File: src/rtl/logic_unit_pkg.sv
// logic_unit_pkg: op encoding and per-bit op helper
// shared by the logic unit pipeline
package logic_unit_pkg;

  localparam int OP_W = 3;

  typedef enum logic [OP_W-1:0] {
    OP_AND    = 3'd0,
    OP_OR     = 3'd1,
    OP_NAND   = 3'd2,
    OP_NOR    = 3'd3,
    OP_XOR    = 3'd4,
    OP_XNOR   = 3'd5,
    OP_NOT_A  = 3'd6,
    OP_PASS_A = 3'd7
  } op_e;

  // one bit lane; the top replicates it across WIDTH
  function automatic logic apply_op(
    op_e  op,
    logic a,
    logic b
  );
    logic r;
    r = 1'b0;
    unique case (op)
      OP_AND:    r = a & b;
      OP_OR:     r = a | b;
      OP_NAND:   r = ~(a & b);
      OP_NOR:    r = ~(a | b);
      OP_XOR:    r = a ^ b;
      OP_XNOR:   r = ~(a ^ b);
      OP_NOT_A:  r = ~a;
      OP_PASS_A: r = a;
    endcase
    return r;
  endfunction

endpackage

File: src/rtl/logic_unit_stage.sv
// logic_unit_stage: generic valid/ready register slice
// ready passes through when the slice is empty or draining
module logic_unit_stage #(
  parameter int W = 8
) (
  input  logic         clk,
  input  logic         rst_n,
  input  logic         in_valid,
  output logic         in_ready,
  input  logic [W-1:0] in_data,
  output logic         out_valid,
  input  logic         out_ready,
  output logic [W-1:0] out_data
);

  assign in_ready = !out_valid | out_ready;

  always_ff @(posedge clk or negedge rst_n) begin
    if (!rst_n) begin
      out_valid <= 1'b0;
      out_data  <= '0;
    end else if (in_ready) begin
      out_valid <= in_valid;
      if (in_valid) out_data <= in_data;
    end
  end

endmodule

File: src/rtl/logic_unit_pipe.sv
// logic_unit_pipe: two-stage pipelined bitwise logic unit
// optional counters: define LOGIC_UNIT_PIPE_STATS_EN
module logic_unit_pipe
  import logic_unit_pkg::*;
#(
  parameter int               WIDTH     = 8,
  parameter logic [WIDTH-1:0] ACC_RESET = '0
) (
  input  logic             clk,
  input  logic             rst_n,
  input  logic             in_valid,
  output logic             in_ready,
  input  logic [2:0]       in_op,
  input  logic             in_acc,
  input  logic [WIDTH-1:0] in_a,
  input  logic [WIDTH-1:0] in_b,
  input  logic             acc_clr,
  output logic             out_valid,
  input  logic             out_ready,
  output logic [WIDTH-1:0] out_result,
  output logic             out_zero,
`ifdef LOGIC_UNIT_PIPE_STATS_EN
  output logic [31:0]      beat_count,
  output logic [31:0]      stall_count,
`endif
  output logic             out_parity
);

  localparam int S1W = OP_W + 1 + 2 * WIDTH;
  localparam int S2W = WIDTH + 2;

  logic [S1W-1:0]   s1_in;
  logic [S1W-1:0]   s1_q;
  logic             s1_valid;
  logic             s2_ready;
  logic [S2W-1:0]   s2_in;
  logic [S2W-1:0]   s2_q;
  op_e              s1_op;
  logic             s1_acc;
  logic [WIDTH-1:0] s1_a;
  logic [WIDTH-1:0] s1_b;
  logic [WIDTH-1:0] opa;
  logic [WIDTH-1:0] res;
  logic [WIDTH-1:0] acc;
  logic             s2_load;

  assign s1_in = {in_op, in_acc, in_a, in_b};

  logic_unit_stage #(.W(S1W)) u_s1 (
    .clk       (clk),
    .rst_n     (rst_n),
    .in_valid  (in_valid),
    .in_ready  (in_ready),
    .in_data   (s1_in),
    .out_valid (s1_valid),
    .out_ready (s2_ready),
    .out_data  (s1_q)
  );

  assign s1_op  = op_e'(s1_q[S1W-1 -: OP_W]);
  assign s1_acc = s1_q[2*WIDTH];
  assign s1_a   = s1_q[2*WIDTH-1:WIDTH];
  assign s1_b   = s1_q[WIDTH-1:0];
  assign opa    = s1_acc ? acc : s1_a;

  always_comb begin
    res = '0;
    for (int i = 0; i < WIDTH; i++) begin
      res[i] = apply_op(s1_op, opa[i], s1_b[i]);
    end
  end

  assign s2_in   = {res, ~|res, ^res};
  assign s2_load = s1_valid & s2_ready;

  logic_unit_stage #(.W(S2W)) u_s2 (
    .clk       (clk),
    .rst_n     (rst_n),
    .in_valid  (s1_valid),
    .in_ready  (s2_ready),
    .in_data   (s2_in),
    .out_valid (out_valid),
    .out_ready (out_ready),
    .out_data  (s2_q)
  );

  assign {out_result, out_zero, out_parity} = s2_q;

  // clear wins over a same-edge load
  always_ff @(posedge clk or negedge rst_n) begin
    if (!rst_n) begin
      acc <= ACC_RESET;
    end else if (acc_clr) begin
      acc <= ACC_RESET;
    end else if (s2_load) begin
      acc <= res;
    end
  end

`ifdef LOGIC_UNIT_PIPE_STATS_EN
  always_ff @(posedge clk or negedge rst_n) begin
    if (!rst_n) begin
      beat_count  <= '0;
      stall_count <= '0;
    end else begin
      if (out_valid & out_ready) begin
        beat_count <= beat_count + 32'd1;
      end
      if (out_valid & !out_ready) begin
        stall_count <= stall_count + 32'd1;
      end
    end
  end
`endif

endmodule

File: config.mk
export PLATFORM = sky130hd
export DESIGN_NAME = logic_unit_pipe
export DESIGN_NICKNAME = d
export VERILOG_FILES = /design/src/rtl/logic_unit_pkg.sv /design/src/rtl/logic_unit_stage.sv /design/src/rtl/logic_unit_pipe.sv
export SDC_FILE = /design/constraint.sdc
export NUM_CORES = 1
export LEC_CHECK = 0
export BUFFER_PORTS_ARGS = -buffer_cell sky130_fd_sc_hd__buf_2
export CAP_MARGIN = 0
export CORE_UTILIZATION = 45
export CTS_CLUSTER_SIZE = 8
export DETAILED_ROUTE_END_ITERATION = 8
export PLACE_DENSITY = 0.62
export SLEW_MARGIN = 40
export SYNTH_ARGS = -nofsm -noshare
export SYNTH_HDL_FRONTEND = slang
export SYNTH_SLANG_ARGS = --single-unit
File: constraint.sdc
create_clock -name clk -period 5.8 [get_ports clk]
set_clock_uncertainty 0.15 [all_clocks]
set_input_delay 0.29 -clock clk [delete_from_list [all_inputs] [get_ports clk]]
set_output_delay 0.29 -clock clk [all_outputs]
set_load 0.02 [all_outputs]
## Word level (Yosys, flattened, before mapping)

Cells that the tools add are included.

| word-level totals | value |
|---|---|
| bits in registers | 40 |
| bits of input ports | 25 |
| output and inout port bits | 12 |

| operators by class | value |
|---|---|
| eq/ne operators | 7 |
| mux-type cells | 11 |
| bitwise gates (word level) | 59 |
| reductions and logical operators | 9 |

Operators with widths:

| operator | count |
|---|---|
| $pmux W1 S8 | 8 |
| $not A1 Y1 | 32 |
| $mux W8 | 3 |
| $eq A3 B3 Y1 const B | 4 |
| $or A1 B1 Y1 | 10 |
| $and A1 B1 Y1 | 9 |
| $reduce_or A8 Y1 | 1 |
| $reduce_xor A8 Y1 | 1 |
| $xor A1 B1 Y1 | 8 |
| $eq A3 B2 Y1 const B | 2 |
| $reduce_and A2 Y1 | 2 |
| $eq A3 B1 Y1 const B | 1 |
| $logic_not A1 Y1 | 3 |
| $logic_not A3 Y1 | 1 |
| $reduce_bool A2 Y1 | 1 |

## Logic depth before layout (Yosys ltp)

| logic depth | value |
|---|---|
| word-level depth | 6 |
| gate-level depth with buffers | 12 |
| mapped depth without buffers | 11 |

## By module

From an unflattened synthesis, not the netlist that was laid out.

| unflattened totals | value |
|---|---|
| cells, all modules | 259 |
| area total of the unflattened synthesis | 2,872.8 µm² |

By module, submodules not included:

| module | instances | cells an instance | area each (µm²) | seq. area each (µm²) |
|---|---|---|---|---|
| logic_unit_pipe | 1 | 189 | 1,508.9 | 200.2 |
| logic_unit_stage at u_s1 | 1 | 46 | 898.4 | 525.5 |
| logic_unit_stage at u_s2 | 1 | 24 | 465.4 | 275.3 |

## Worst setup path before layout

OpenSTA, ideal clock, no wires.

| timing path | value |
|---|---|
| path kind | register -> register |
| from | reg u_s1.out_data[16] |
| to | reg u_s2.out_data[0] |
| library setup time | 0.132 ns |
| arrival | 2.351 ns |
| required time | 5.518 ns |
| slack | 3.167 ns |
| cell stages (with the launch flop) | 12 |
| path buffers | 1 |
| cell sequence | dfrtp_1 buf_6 mux2i_2 ha_1 and2_0 o21ai_0 a31oi_1 o21bai_1 ha_1 xnor2_1 xnor2_1 o21ai_0 |

| between the ends | value |
|---|---|
| longest elaborated chain between the ends | 5 |
| elaborated cells between the ends (all ways) | 66 |

Ends and longest elaborated chain:

| what | line | RTL |
|---|---|---|
| from (decl) | logic_unit_stage.sv:13 | `output logic [W-1:0] out_data` |
| from (signal assigned) | logic_unit_stage.sv:24 | `if (in_valid) out_data <= in_data;` |
| $mux W8 (*) | logic_unit_pipe.sv:64 | `assign opa = s1_acc ? acc : s1_a;` |
| $xor A1 B1 Y1, or another cell as far along | logic_unit_pkg.sv:31, logic_unit_pkg.sv:32 |  |
| $not A1 Y1, on equally long branches | logic_unit_pkg.sv:32, logic_unit_pkg.sv:29, logic_unit_pkg.sv:30 |  |
| $pmux W1 S8 | logic_unit_pkg.sv:26 | `unique case (op)` |
| $reduce_xor A8 Y1 (*) | logic_unit_pipe.sv:73 | `assign s2_in = {res, ~\|res, ^res};` |
| to (signal assigned) | logic_unit_stage.sv:24 |  |
| to (decl) | logic_unit_stage.sv:13 |  |

Every way passes the cells marked *; elsewhere a longest branch is shown, timed or not.
A chain may end at the register's enable or synchronous reset.

## Worst setup path in the final report

Ends and elaborated chain as after synthesis.

==> impl_metrics.ini <==
[routing]
detail-route-antenna-nets = 0
drt_drc_violations_left = 1
wl_met3_um = 261
drt-initial-drc-count = 146
wirelength_um = 6556
wire_per_inst_um = 16.35
via_per_inst = 5.603
vias = 2247
dr.pass1.iters = 8
wl_met1_um = 3017
route.met2.wl_um = 3200
top_layer_used = met4

[synthesis]
syn_area_sq_mm = 0.003063
yosysMostFrequentCell = dfrtp_1
synth_nets = 342
synth.area.top_cells = dfrtp_1 33%, ha_1 8.2%, mux2_2 7.4%, mux2i_4 5.9%, mux2i_1 4.6%
synthArstFlopShare_pct = 100.0
ys_seq_area_share_pct = 32.68
yosys_register_bits = 40
synth_warnings = 0
synth_common_cells = 40 x dfrtp_1, 24 x o21ai_0, 20 x ha_1, 20 x mux2_2, 19 x nand2_1
synth_top_cell_area_share_pct = 32.68
synth_edf_count = 0
avgSynthCellArea_sq_um = 10.31
syn_inst = 297
synth_top_area_cell = dfrtp_1
ys_types = 39
synth_ff_type = dfrtp_1

[floorplan]
io_pins = 37
fp-row-count = 29
die_area_sq_mm = 0.007140
start_util_pct = 47.42
core_sq_mm = 0.006459
die_h_um = 84.50
die_x_um = 84.50

[sta]
relSlewSlack_pct = 47.06
fin_crit_sh_pct = 56.89
tns_ns = 0
finalHoldViolCount = 0
fin_hold_ws_ns = 0.04357
setup_viol = 0
timing.final.max_slew_violations = 0
min_period_ns = 3.300
max_freq_ghz = 0.3030
worst_pin_slew_ns = 0.7942
rsz0062_at_grt = no

[cts]
insertion_delay_ns = 0.30
cts_tree = built
cts-root-buf = clkbuf_8
ctsLongestPathBuffers = 2
path_clk_slew_ns = 0.09
cts_buffers = 5
clock-sinks = 40
cts_resized = 0
cts_max_level = 2

[run_status]
violations = DRC
status = finished, violations left

[power]
p_seq_share_pct = 32.5
max-vdd-ir-drop_mv = 0.1539
p_total_mw = 1.197
powerDensity_mw_per_mm2 = 358.5
internal_power_mw = 0.7181
p_leak_nw = 1.511
p_sw_share_pct = 40.02
switching_power_mw = 0.4792
p_clk_share_pct = 15.3
power_frac_comb_pct = 52.2

[grt]
grt_max_degree = 42
grt_pass1_wl_um = 10980
antenna_found_initial = 0
grt_pass1_vias = 2228
overflow = 0
grt_usage_pct = 19.71

[placement]
hpwlAfterDp_um = 4594
place_congestion = 0.7933
place.port_buffers = 36

[final_layout]
final_core_util_pct = 51.70
nets = 369
drive_above_1_share_pct = 28.70
area_growth_pct = 9.028
fill_cells = 633
diodes = 0

[hold_path]
min_path_type = in2reg

[critical_path]
cp.required_ns = 5.80
cp-start-kind = register
crit_path_end_kind = register
crit_arrival_ns = 3.30
worstPathMaxFanout = 9
critPathKind = reg2reg

[job]
maxCapViolations = 0
state kept, by name, summed over array words and instances, names as in the netlist:
signal,flops
u_s1.out_valid,1
u_s2.out_valid,1
acc,8
u_s1.out_data,20
u_s2.out_data,10
worst paths after layout:
kind | startpoint | slack [ns] | cells past startpoint | end
worst min-delay path | in_valid | 0.04 | 2 | u_s1.out_valid$_DFFE_PN0N_
worst max register to register | u_s1.out_data[16]$_DFFE_PN0P_ | 2.50 | 10 | u_s2.out_data[0]$_DFFE_PN0P_
max in group asynchronous | rst_n | 4.77 | 2 | u_s2.out_data[3]$_DFFE_PN0P_
worst min register to register | u_s2.out_data[1]$_DFFE_PN0P_ | 0.32 | 2 | u_s2.out_data[1]$_DFFE_PN0P_
worst max-delay path | u_s1.out_data[16]$_DFFE_PN0P_ | 2.50 | 10 | u_s2.out_data[0]$_DFFE_PN0P_
min in group asynchronous | rst_n | 0.36 | 2 | u_s2.out_data[4]$_DFFE_PN0P_
power by group through the flow:
stage / Sequential, mW / Combinational (mW) / Clock [mW]
floorplan: 0.405 / 0.486 / 0
global placement: 0.392 / 0.611 / 0
detailed placement: 0.396 / 0.627 / 0
CTS: 0.390 / 0.630 / 0.191
global route: 0.397 / 0.693 / 0.197
finish: 0.389 / 0.625 / 0.183
critical path, stage by stage, from the launching register on:
cell and delay, ns:
dfrtp_1 0.81, mux2i_2 0.37, ha_1 0.32, and2_1 0.16
o21ai_0 0.24, a31oi_1 0.15, o21bai_1 0.22, ha_1 0.34
xnor2_1 0.17, xnor2_1 0.13, o21ai_0 0.08
logic make-up (layout without fill, tap and decap cells):
group | after synthesis | count (layout) | synth area share (%)
AOI/OAI and AO/OA | 69 | 69 | 14.26
DFF | 40 | 40 | 32.68
muxes | 56 | 56 | 24.39
and+or+nand+nor | 70 | 70 | 13.11
buffers and inverters | 37 | 64 | 5.964
xor gates and xnor gates | 5 | 5 | 1.430
adders and majority gates | 20 | 20 | 8.170
repair_timing:
| action | in CTS | in global routing |
|---|---|---|
| buffers inserted | 0 | 0 |
| hold buffers | 1 | 0 |
| endpoints found under the hold margin | 40 | 0 |
layout by cell type (no fill, tap or decap), types with 2 or more instances in the layout:
master | synthesis | final
a21o_1 | 7 | 7
a311oi_1 | 8 | 8
a31oi_1 | 8 | 8
and2_0 | 2 | 2
and2_1 | 7 | 7
buf_2 | 7 | 35
buf_4 | 3 | 4
clkbuf_8 | 0 | 5
dfrtp_1 | 40 | 40
ha_1 | 20 | 20
inv_1 | 17 | 17
mux2_2 | 20 | 20
mux2_4 | 7 | 7
mux2i_1 | 14 | 14
mux2i_2 | 7 | 7
mux2i_4 | 8 | 8
nand2_1 | 19 | 18
nand2b_1 | 10 | 10
nor2_1 | 2 | 2
nor2b_1 | 9 | 9
nor3_1 | 7 | 7
nor3b_1 | 7 | 7
o21ai_0 | 24 | 24
o21ai_1 | 7 | 7
o21bai_1 | 7 | 7
o22ai_1 | 7 | 7
xnor2_1 | 4 | 4
per-stage QoR:
stage / std cells / cell area, sq um / worst slack, ns
floorplan: 297 / 3063 / 3.167
global placement: 393 / 3243 / 2.577
detailed placement: 393 / 3248 / 2.515
CTS: 401 / 3339 / 2.491
global route: 401 / 3339 / 2.330
finish: 401 / 3339 / 2.500
routing by layer:
metal  vias up  global-route usage (%)
met5         -                       0
met4         0                   5.855
met3         6                   3.245
met2        51                   34.29
met1      1077                   25.20
li1       1113                       -
final cells by class:
type	count	area, sq um	share of cell area, %
tap	77	96.34	2.885
inverter	17	63.81	1.911
clock buffer	5	68.82	2.061
timing repair buffer	40	215.2	6.444
sequential	40	1001	29.97
clock inverter	2	12.51	0.3747
multi-input combinational	220	1882	56.35
(Power assumes the default switching activity.)
